===== config.mk =====
export PLATFORM = sky130hd
export DESIGN_NAME = sram_array
export DESIGN_NICKNAME = d
export VERILOG_FILES = /design/src/rtl/sram_array.sv
export SDC_FILE = /design/constraint.sdc
export NUM_CORES = 1
export LEC_CHECK = 0
export CORE_MARGIN = 2
export CORE_UTILIZATION = 54
export CTS_BUF_LIST = sky130_fd_sc_hd__clkbuf_4
export DETAILED_ROUTE_END_ITERATION = 8
export GPL_TIMING_DRIVEN = 0
export HOLD_SLACK_MARGIN = 0.1
export PLACE_DENSITY = 0.7
export SYNTH_ARGS = -nofsm -noshare
export SYNTH_HDL_FRONTEND = slang
export SYNTH_SLANG_ARGS = --single-unit
export TNS_END_PERCENT = 50

===== constraint.sdc =====
create_clock -name clk -period 3.6 [get_ports clk]
set_clock_uncertainty 0.1 [all_clocks]
set_input_delay 0.9 -clock clk [delete_from_list [all_inputs] [get_ports clk]]
set_output_delay 0.9 -clock clk [all_outputs]
set_load 0.05 [all_outputs]

===== src/rtl/sram_array.sv =====
// Single-port synchronous SRAM with per-bit write mask, registered read + valid strobe,
// and a hardware clear sweep that zeroes every word after reset before commands are accepted.
module sram_array #(
    parameter int DATA_W = 8,
    parameter int ADDR_W = 4
) (
    input  logic              clk,
    input  logic              rst_n,
    input  logic              select_i,
    input  logic              rdwrt_i,
    input  logic [ADDR_W-1:0] addr_i,
    input  logic [DATA_W-1:0] in_i,
    input  logic [DATA_W-1:0] wmask_i,
    output logic [DATA_W-1:0] out_o,
    output logic              valid_o,
    output logic              busy_o
);

    localparam int DEPTH = 2 ** ADDR_W;

    typedef enum logic {
        INIT,
        IDLE
    } state_t;

    state_t              state_q, state_d;
    logic [ADDR_W:0]     cnt_q, cnt_d;
    logic [DATA_W-1:0]   out_q, out_d;
    logic                valid_q, valid_d;
    logic                busy_q, busy_d;

    logic [DATA_W-1:0]   mem [DEPTH];
    logic                memWe;
    logic [ADDR_W-1:0]   memAddr;
    logic [DATA_W-1:0]   memWdata;

    always_comb begin
        state_d  = state_q;
        cnt_d    = cnt_q;
        out_d    = out_q;
        valid_d  = 1'b0;
        busy_d   = busy_q;
        memWe    = 1'b0;
        memAddr  = addr_i;
        memWdata = (mem[addr_i] & ~wmask_i) | (in_i & wmask_i);

        case (state_q)
            INIT: begin
                // Sweep owns the array: full-word zero writes, commands ignored.
                memWe    = 1'b1;
                memAddr  = cnt_q[ADDR_W-1:0];
                memWdata = '0;
                cnt_d    = cnt_q + (ADDR_W+1)'(1);
                if (cnt_q == (ADDR_W+1)'(DEPTH - 1)) begin
                    state_d = IDLE;
                    busy_d  = 1'b0;
                end
            end
            IDLE: begin
                if (select_i) begin
                    if (rdwrt_i) begin
                        out_d   = mem[addr_i];
                        valid_d = 1'b1;
                    end else begin
                        memWe = 1'b1;
                    end
                end
            end
            default: begin
                state_d = INIT;
            end
        endcase
    end

    always_ff @(posedge clk or negedge rst_n) begin
        if (!rst_n) begin
            state_q <= INIT;
            cnt_q   <= '0;
            out_q   <= '0;
            valid_q <= 1'b0;
            busy_q  <= 1'b1;
        end else begin
            state_q <= state_d;
            cnt_q   <= cnt_d;
            out_q   <= out_d;
            valid_q <= valid_d;
            busy_q  <= busy_d;
        end
    end

    // Storage has no reset; the post-reset sweep is what gives it defined contents.
    always_ff @(posedge clk) begin
        if (memWe) begin
            mem[memAddr] <= memWdata;
        end
    end

    assign out_o   = out_q;
    assign valid_o = valid_q;
    assign busy_o  = busy_q;

endmodule

==> impl_summary.md, run 1 <==
Outcome
The run finished with clean final reports.

Floorplan
The total core area is 10700 um^2. The width of the die is 108 um. For this configuration, the core starts out at a cell density of 0.549.

The floorplan has 38 rows. During I/O placement, the number of pins put on the boundary was 34. From bottom edge to top edge, the die measures 108 um. The die area is 11700 um^2.

Route
After detailed routing, the number of remaining DRC violations is 0. For this run, the detailed router's first-pass iteration total came to 5. The via density per instance is 5.93. The DRC violation total after the first TritonRoute iteration is 212. The total via count after detailed routing is 3220. The count of nets left with antenna violations once routing finished came out at 0. The total detailed-routing wirelength is 12400 um. The routed wirelength normalized by instance count is 22.8 um.

Clock network
The H-tree depth reported by CTS is 4. The post-cts gate resize count is 0. The number of sinks handled by clock tree synthesis is 144. The maximum clock path buffer count is 2. Buffers inserted during clock tree synthesis total 17. The number of buffers inserted by hold repair at cts is 0. After clock tree synthesis, the clock-pin slew on the worst setup and hold paths is 0.13 ns. The post-CTS setup buffer count is 0. TritonCTS built the clock tree. The cell at the root of the clock tree is clkbuf_4. At the later pin of the worst-skew pair, clock insertion delay measures 0.54 ns.

Timing
The transition time at the pin with the least slew margin is 1.20 ns. Setup repair after global routing left no endpoint under its margin. After layout, the worst setup slack is 0.0694 ns. Measured against its own limit, the worst slew margin works out to 0.198.

The max-slew violation count was 0. The number of failing hold endpoints at the final stage is 0. Setup violations remaining at the end of the flow were counted as 0. The share of the clock period used by the worst path after layout is 0.981.

Final hold analysis gives a worst-case slack of 0.396 ns. The achievable frequency is 283 MHz. The minimum clock period after layout is 3.53 ns.

GRT
The initial antenna violation count is 0. The pin count of the biggest net entering global routing is 17. The first global-routing pass estimated 18300 um of wire. The total track usage is 0.226.

The via count of the first global-routing pass is 3101. Global routing finished with a remaining overflow of 0.

Synthesis
Of the total synthesized cell area, the portion taken by full adders, half adders and majority gates is 0.00426. Of the synthesized area, sequential elements account for 0.723. The combinational family with the most area after synthesis is multiplexers. The xor-xnor portion of the synthesized cell area is 0.00448. Sorting the synthesized cells by area gives the leading types as edfxtp_1, mux2i_1, dfrtp_1, mux4_2, mux2_2. The synthesis warning total is 0. The number of nets in the synthesized netlist is 365.

The synthesized netlist contains 42 unique library cells. The number of enable-type register cells in the synthesized netlist is 128. Measured against the total synthesized area, the mux share comes to 0.133. The flop and latch count out of synthesis is 144.

The post-synthesis share of cell area spent on and, or, nand and nor gates is 0.0407. After synthesis, the share of flip-flops with an asynchronous set or reset is 0.111. The cell taking the most area after synthesis is edfxtp_1.

The summed instance area of the synthesized netlist is 5870 um^2. The commonest cells after synthesis are edfxtp_1, mux2i_1, nor2_1. The compound-gate portion of the synthesized area is 0.0693.

Each instance of the synthesized netlist takes up on average 17.3 um^2. The proportion of netlist area held by the largest area contributor is 0.655. edfxtp_1 is the most common cell in the netlist. The leading register cell type out of synthesis is edfxtp_1. The number of instances in the synthesized netlist is 339.

Power
The power density of the placed cells is 488 nW/um^2. Summed over all cells, the static leakage comes to 2.38 nW. VDD sags by at most 0.235 mV.

Setup path
STA classifies the critical path startpoint as a primary input. For the worst setup path, the data required time is 3.66 ns. STA classifies the critical path endpoint as a register. Of all nets on the critical path, the largest fanout is 16. The worst setup path is of the primary input to register kind.

The arrival time reported for the critical path endpoint is 3.59 ns. The flop-to-flop setup slack is 0.67 ns.

Placed design
Prior to clock tree synthesis, the placed netlist has a worst setup slack of -0.348 ns. The count of input and output buffers is 32. The routability congestion estimate from global placement is 0.883. Once placement finished, the instance area stood at 6360 um^2.

The HPWL after detailed placement is 8280 um.

Layout
Once layout is complete, the utilization of the core stands at 0.622. After the last flow step, the layout net total stands at 416. Relative to the synthesized area, the layout overhead comes to 13.4%. The final-layout fill cell count is 786. The antenna diode count is 0. The design area is 6660 um^2.

The fraction of final layout cells with drive strength greater than 1 is 0.156.

Hold path
The worst hold path belongs to the class register to register.

Job
The number of max-cap violations is 0.
## layout make-up
type | instances | area, um^2 | area share
plain buffers | 16 | 118 | 0.0177
clock buffers | 18 | 135 | 0.0203
clock inverters | 14 | 156 | 0.0235
inverters | 7 | 26.3 | 0.00395
multi-input cells | 172 | 1480 | 0.222
flip-flops and latches | 144 | 4250 | 0.638
well taps | 140 | 175 | 0.0263
repair buffers | 32 | 320 | 0.0481
## routing by layer
metal	wire, um	GRT usage	share of wire
met5	0	0	0
met4	235	0.0833	0.019
met3	984	0.0494	0.080
met2	5970	0.359	0.48
met1	5180	0.311	0.42
## path summary, 6_finish.rpt
check	cells after the start	from	end
setup / recovery	6	addr_i[1]	mem[8][7]$_DFFE_PP_
hold / removal	1	cnt_q[2]$_DFFE_PN0N_	cnt_q[2]$_DFFE_PN0N_
setup reg to reg	4	state_q$_DFF_PN0_	mem[8][7]$_DFFE_PP_
hold reg to reg	1	cnt_q[2]$_DFFE_PN0N_	cnt_q[2]$_DFFE_PN0N_
max in group asynchronous	1	rst_n	out_o[6]$_DFFE_PN0P_
min in group asynchronous	1	rst_n	cnt_q[2]$_DFFE_PN0N_
## worst max-delay path, cell delays in order
cell and delay (ns):
clkdlybuf4s50_1 0.66, nor2b_1 0.08, clkbuf_1 0.28, a222oi_1 0.47, a22oi_1 0.21, a21oi_1 0.97
## cell families (layout without fill, tap and decap cells)
logic type	Yosys count	count (layout)
buffers and inverters	23	87
adders and majority gates	2	2
and+or+nand+nor	50	50
DFF	144	144
muxes	67	67
AOI/OAI and AO/OA	50	50
xor gates and xnor gates	3	3
## flip-flops by register name (all words and copies together), names as in the netlist
signal	flops
state_q	1
valid_o	1
cnt_q	5
out_o	8
busy_o	1
mem	128
## cell usage in the layout (no fill, tap or decap), types with 3 or more instances in the layout
master,n
a21oi_1,12
a221o_1,7
a222oi_1,8
buf_2,3
buf_4,4
buf_6,3
clkbuf_1,4
clkbuf_4,18
clkdlybuf4s50_1,32
clkinv_4,6
dfrtp_1,15
edfxtp_1,128
inv_1,6
inv_6,4
mux2_2,9
mux2i_1,50
mux4_2,8
nand2_1,6
nand2b_1,7
nor2_1,24
o211a_1,7
o2bb2ai_1,7
xnor2_1,3
## where the power goes
| group | switching [W] | leakage (nW) | total, W | internal (W) |
|---|---|---|---|---|
| Combinational | 0.000220 | 0.885 | 0.000347 | 0.000127 |
| Sequential | 0.0000102 | 1.34 | 0.00188 | 0.00187 |
| Clock | 0.000593 | 0.159 | 0.00102 | 0.000431 |
| Total | 0.000823 | 2.38 | 0.00325 | 0.00243 |
## per-stage QoR
| step | std cells | total power, W | setup TNS, ns |
|---|---|---|---|
| 6_report | 543 | 0.00325 | 0 |
| 5_1_grt | 543 | 0.00335 | 0 |
| 4_1_cts | 543 | 0.00327 | 0 |
| 3_5_place_dp | 511 | 0.00226 | -9.78 |
| 3_3_place_gp | 511 | 0.00226 | -6.31 |
| 2_1_floorplan | 339 | 0.00213 | 0 |
(Power assumes the default switching activity.)
==> run 2: changes to the inputs <==
- RECOVER_POWER: not set -> 25
==> impl_summary.md, run 2 (synthesis results as in run 1) <==
GRT
The wire length of the first global-routing pass is 18300 um (unchanged). The total track usage is 0.226 (unchanged). The via count of the first global-routing pass was 3101 (unchanged). The initial antenna violation count is 0 (unchanged). The total global routing overflow came to 0 (unchanged). The pin count of the biggest net entering global routing came to 17 (unchanged).

Route
The total via count after detailed routing was 3241 (was 3220). The iteration count of the initial detailed-routing pass is 5 (unchanged). The DRC violation total after the first TritonRoute iteration is 215 (was 212). The DRC violation count after routing was 0 (unchanged). The remaining antenna violation count is 0 (unchanged). The total detailed-routing wirelength was 12300 um (was 12400 um). The routed wirelength normalized by instance count came to 22.7 um (was 22.8 um). The via density per instance was 5.97 (was 5.93).

Setup path
The number of buffers and inverters on the critical path is 2 (unchanged). The critical path's slowest cell was a21oi_1 (unchanged). The category of the critical setup timing path was primary input to register (unchanged). The type of element launching the critical path is a primary input (unchanged). Critical-path cell list: clkdlybuf4s50_1 > nor2b_1 > clkbuf_1 > a222oi_1 > a22oi_1 > a21oi_1 (unchanged). The family of cells with the greatest summed delay on the critical path is compound AO/OA/AOI/OAI gates (unchanged). The data required time at the worst endpoint is 3.66 ns (about the same). The flop-to-flop setup slack is 0.68 ns (was 0.67 ns).

The category of the worst setup path capture point was a register (unchanged). The top fanout value on the critical path came to 16 (unchanged). The maximum single-stage delay on the critical path came to 0.96 ns (was 0.97 ns).

The arrival time reported for the critical path endpoint was 3.56 ns (was 3.59 ns).

Timing
The worst slew slack as a fraction of its limit is 0.207 (was 0.198). The total negative setup slack is 0 ns (unchanged). The final setup violation count is 0 (unchanged). The worst hold margin is 0.393 ns (was 0.396 ns). The max-slew violation count is 0 (unchanged). The share of the clock period used by the worst path after layout is 0.971 (was 0.981). The number of failing hold endpoints at the final stage is 0 (unchanged).

RSZ-0062 raised after global routing: no (unchanged). The transition time at the pin with the least slew margin is 1.19 ns (was 1.20 ns). The achievable frequency is 286 MHz (was 283 MHz). The minimum clock period after layout is 3.50 ns (was 3.53 ns).

Placed design
The count of input and output buffers is 32 (unchanged). The HPWL after detailed placement is 8280 um (unchanged). The routability congestion estimate from global placement is 0.883 (unchanged). The number of cells after detailed placement is 511 (unchanged).

Floorplan
The boundary pin count was 34 (unchanged). The width of the die was 108 um (unchanged). The standard-cell row count is 38 (unchanged).

The total core area is 10700 um^2 (unchanged). The die area is 11700 um^2 (unchanged). The initial core utilization was 0.549 (unchanged). The height of the die is 108 um (unchanged).

Hold path
The worst hold path class is register to register (unchanged).

Clock network
The number of clock buffers inserted by TritonCTS was 17 (unchanged). The source-to-sink clock delay at the later pin of the worst-skew pair is 0.53 ns (was 0.54 ns). The maximum clock path buffer count is 2 (unchanged). The H-tree depth reported by CTS is 4 (unchanged). The clock edge transition at the registers on the reported setup and hold paths was 0.13 ns (about the same). The post-cts gate resize count is 0 (unchanged).

The cell at the root of the clock tree is clkbuf_4 (unchanged). The post-CTS setup buffer count is 0 (unchanged). The number of sinks handled by clock tree synthesis came to 144 (unchanged). The CTS tree is done (unchanged). The number of buffers inserted by hold repair at cts is 0 (unchanged).

Layout
The final layout net count is 416 (unchanged). The final standard cell utilization of the core is 0.622 (about the same). The synthesis-to-finish area growth came to 13.4% (about the same). The leading cell type in the layout, fill and taps excluded is edfxtp_1 (unchanged). Commonest non-fill, non-tap cells in the layout: edfxtp_1, mux2i_1, nor2_1 (was edfxtp_1, mux2i_1, clkdlybuf4s50_1). The number of flip-flops in the largest register is 128 (unchanged).

The antenna diode count is 0 (unchanged). The register name with the most flops was mem (unchanged). The fraction of final layout cells with drive strength greater than 1 came to 0.149 (was 0.156). The final standard cell count with taps included and fillers excluded is 543 (unchanged).

Job
The number of max-cap violations is 0 (unchanged).

Outcome
Result of the run: complete, no violations (unchanged).

Power
The leakage component of the power came to 2.38 nW (about the same). The power after layout is 0.00324 W (was 0.00325 W). The power density of the placed cells is 488 nW/um^2 (about the same). The largest voltage drop on the vdd net is 0.233 mV (was 0.235 mV).
[run 2: cell count changes in the layout (fill, tap and decap cells not counted), moves of 2 or more]
cell / change
clkdlybuf4s50_1: -11
clkbuf_1: +3
dlygate4sd3_1: +11
buf_2: -2
[run 2: path summary, 6_finish.rpt]
| path | endpoint | startpoint | depth (start not counted) |
|---|---|---|---|
| max in group asynchronous | out_o[5]$_DFFE_PN0P_ | rst_n | 1 |
| worst max register to register | mem[8][7]$_DFFE_PP_ | state_q$_DFF_PN0_ | 4 |
| min in group asynchronous | cnt_q[2]$_DFFE_PN0N_ | rst_n | 1 |
| worst max-delay path | mem[8][7]$_DFFE_PP_ | addr_i[1] | 6 |
| worst min register to register | out_o[7]$_DFFE_PN0P_ | out_o[7]$_DFFE_PN0P_ | 2 |
| worst min-delay path | out_o[7]$_DFFE_PN0P_ | out_o[7]$_DFFE_PN0P_ | 2 |
[run 2: where the power goes]
group	switching (W)	leakage [nW]	total, W	internal, W
combinational	0.000220	0.888	0.000339	0.000120
sequential	0.00000959	1.34	0.00188	0.00187
clock	0.000594	0.159	0.00103	0.000431
total	0.000823	2.38	0.00324	0.00242
[run 2: routing by layer]
layer	vias up	track usage	share of wire
met5	-	0	0
li1	1456	-	-
met2	147	0.359	0.48
met1	1620	0.311	0.42
met3	18	0.0494	0.076
met4	0	0.0833	0.018
[run 2: final cells by class]
| type | count | area (um^2) |
|---|---|---|
| Buffer | 16 | 115 |
| Clock buffer | 18 | 135 |
| Clock inverter | 14 | 156 |
| Fill cell | 788 | 4050 |
| Inverter | 7 | 26.3 |
| Multi-Input combinational cell | 172 | 1480 |
| Sequential cell | 144 | 4250 |
| Tap cell | 140 | 175 |
| Timing Repair Buffer | 32 | 320 |
[run 2: worst register-to-register path, delay by kind of cell, from the launching register on]
family                 cells  cell delay [ns]
buffers and inverters      2             0.86
AOI/OAI and AO/OA          2             1.11
DFF                        1             0.48
[run 2: through the flow]
stage | area [um^2] | worst slack (ns)
floorplan | 5870 | 0.866
global placement | 6360 | -0.254
detailed placement | 6360 | -0.348
CTS | 6660 | 0.204
global route | 6650 | 0.0404
finish | 6650 | 0.103
==> run 3: changes to the inputs <==
- clock period: 3.6 -> 3.5 ns (I/O delays scaled with it)
==> impl_summary.md, run 3 (synthesis results as in run 1) <==
Setup path
The type of element launching the critical path was a primary input (unchanged). The top fanout value on the critical path is 16 (unchanged). The category of the worst setup path capture point was a register (unchanged).

The data required time at the worst endpoint was 3.64 ns (was 3.66 ns). The arrival time reported for the critical path endpoint was 3.39 ns (was 3.56 ns). The category of the critical setup timing path is primary input to register (unchanged).

Layout
The design area is 6660 um^2 (was 6650 um^2). The final-layout fill cell count is 783 (was 788). The register name with the most flops is mem (unchanged). The final layout net count is 416 (unchanged). The sequential cell area in the final layout is 4250 um^2 (unchanged). The leading cell type in the layout, fill and taps excluded is edfxtp_1 (unchanged). The antenna diode count came to 0 (unchanged). Commonest non-fill, non-tap cells in the layout: edfxtp_1, mux2i_1, nor2_1 (unchanged). The fraction of final layout cells with drive strength greater than 1 came to 0.154 (was 0.149). The number of flip-flops in the largest register is 128 (unchanged). The synthesis-to-finish area growth was 13.4% (about the same).

The combined area of the multi-input logic cells is 1480 um^2 (about the same). The final standard cell count with taps included and fillers excluded is 543 (unchanged).

GRT
The initial antenna violation count came to 0 (unchanged). The pin count of the biggest net entering global routing is 17 (unchanged). The wire length of the first global-routing pass is 18300 um (unchanged).

The total global routing overflow came to 0 (unchanged). The total track usage is 0.226 (unchanged). The via count of the first global-routing pass came to 3101 (unchanged).

Power
The largest voltage drop on the vdd net is 0.241 mV (was 0.233 mV). The share of total power in combinational logic is 0.105 (about the same). The power spent charging and discharging nets is 0.000845 W (was 0.000823 W). The power share of the clock group came to 0.315 (was 0.316). The switching share of power is 0.253 (was 0.254).

The leakage component of the power is 2.39 nW (was 2.38 nW). The power after layout is 0.00333 W (was 0.00324 W). The power density of the placed cells came to 501 nW/um^2 (was 488 nW/um^2). The register share of total power is 0.580 (was 0.579). The internal power summed over all cells was 0.00249 W (was 0.00242 W).

Outcome
Result of the run: complete, no violations (unchanged).

Clock network
The number of buffers inserted by hold repair at cts is 0 (unchanged). The maximum clock path buffer count is 2 (unchanged). The CTS tree is done (unchanged). The cell at the root of the clock tree is clkbuf_4 (unchanged). The H-tree depth reported by CTS is 4 (unchanged). The source-to-sink clock delay at the later pin of the worst-skew pair came to 0.53 ns (about the same). The clock edge transition at the registers on the reported setup and hold paths is 0.13 ns (about the same). The number of sinks handled by clock tree synthesis is 144 (unchanged). The number of clock buffers inserted by TritonCTS was 17 (unchanged).

Timing
The max-slew violation count came to 0 (unchanged). The transition time at the pin with the least slew margin came to 0.876 ns (was 1.19 ns). The minimum clock period after layout is 3.25 ns.

The final setup violation count came to 0 (unchanged). In the finished design, the share of the clock period the worst path needs comes to 0.928. The worst hold margin is 0.397 ns (was 0.393 ns). RSZ-0062 raised after global routing: no (unchanged). The number of failing hold endpoints at the final stage is 0 (unchanged). The worst slew slack as a fraction of its limit is 0.414 (was 0.207). The achievable frequency is 308 MHz.

Floorplan
The width of the die is 108 um (unchanged). The die area is 11700 um^2 (unchanged). The boundary pin count is 34 (unchanged). The initial core utilization is 0.549 (unchanged). The height of the die came to 108 um (unchanged).

The total core area is 10700 um^2 (unchanged). The standard-cell row count came to 38 (unchanged).

Route
The total via count after detailed routing is 3210 (was 3241). The total detailed-routing wirelength is 12400 um (was 12300 um). The DRC violation count after routing is 0 (unchanged). The iteration count of the initial detailed-routing pass came to 7 (was 5). The routed wirelength normalized by instance count came to 22.8 um (was 22.7 um). The remaining antenna violation count is 0 (unchanged).

The via density per instance was 5.91 (was 5.97). The DRC violation total after the first TritonRoute iteration is 200 (was 215).

Hold path
The worst hold path class is register to register (unchanged).

Placed design
The count of input and output buffers is 32 (unchanged). The cell area reported after detailed placement is 6360 um^2 (unchanged). The routability congestion estimate from global placement is 0.883 (unchanged). The number of cells after detailed placement is 511 (unchanged). The HPWL after detailed placement is 8280 um (unchanged).

Job
The number of max-cap violations came to 0 (unchanged).
-- run 3: worst max-delay path, stage by stage --
cell           delay (ns)
dlygate4sd3_1        0.72
nor2b_1              0.08
clkbuf_1             0.29
a222oi_1             0.61
o2bb2ai_1            0.22
o211a_1              0.58
-- run 3: routing by layer --
metal / wire length (um) / vias to the layer above / track usage
li1: - / 1451 / -
met1: 5380 / 1623 / 0.311
met2: 5940 / 114 / 0.359
met3: 808 / 22 / 0.0494
met4: 240 / 0 / 0.0833
met5: 0 / - / 0
-- run 3: final timing paths --
path	startpoint	slack (ns)	cells after the start	endpoint
max reg2reg	state_q$_DFF_PN0_	0.98	4	mem[6][5]$_DFFE_PP_
max in group asynchronous	rst_n	2.11	1	out_o[5]$_DFFE_PN0P_
min	cnt_q[2]$_DFFE_PN0N_	0.40	1	cnt_q[2]$_DFFE_PN0N_
max	addr_i[1]	0.25	6	mem[2][3]$_DFFE_PP_
min in group asynchronous	rst_n	0.73	1	cnt_q[2]$_DFFE_PN0N_
min reg2reg	cnt_q[2]$_DFFE_PN0N_	0.40	1	cnt_q[2]$_DFFE_PN0N_
-- run 3: layout make-up --
type	count	area share
Sequential cell	144	0.638
Multi-Input combinational cell	172	0.222
Timing Repair Buffer	32	0.0481
Tap cell	140	0.0263
Clock inverter	14	0.0235
Clock buffer	18	0.0203
Buffer	16	0.0177
Inverter	7	0.00395
-- run 3: repair_timing --
action	in CTS	in global routing
buffers inserted	0	0
setup endpoints to repair	0	16
resized for setup	0	1
-- run 3: per-stage QoR --
stage / TNS [ns] / utilization / setup WS, ns
floorplan: 0 / - / 0.791
global placement: -17.63 / 0.595 / -0.329
detailed placement: -22.72 / 0.595 / -0.423
CTS: 0 / 0.622 / 0.129
global route: 0 / 0.622 / 0.177
finish: 0 / 0.622 / 0.253
-- run 3: power groups by stage --
stage          clock, W  combinational [W]  sequential [W]
2_1_floorplan         0           0.000151         0.00204
3_3_place_gp          0           0.000351         0.00197
3_5_place_dp          0           0.000356         0.00197
4_1_cts         0.00107           0.000358         0.00193
5_1_grt         0.00113           0.000371         0.00194
6_report        0.00105           0.000350         0.00193
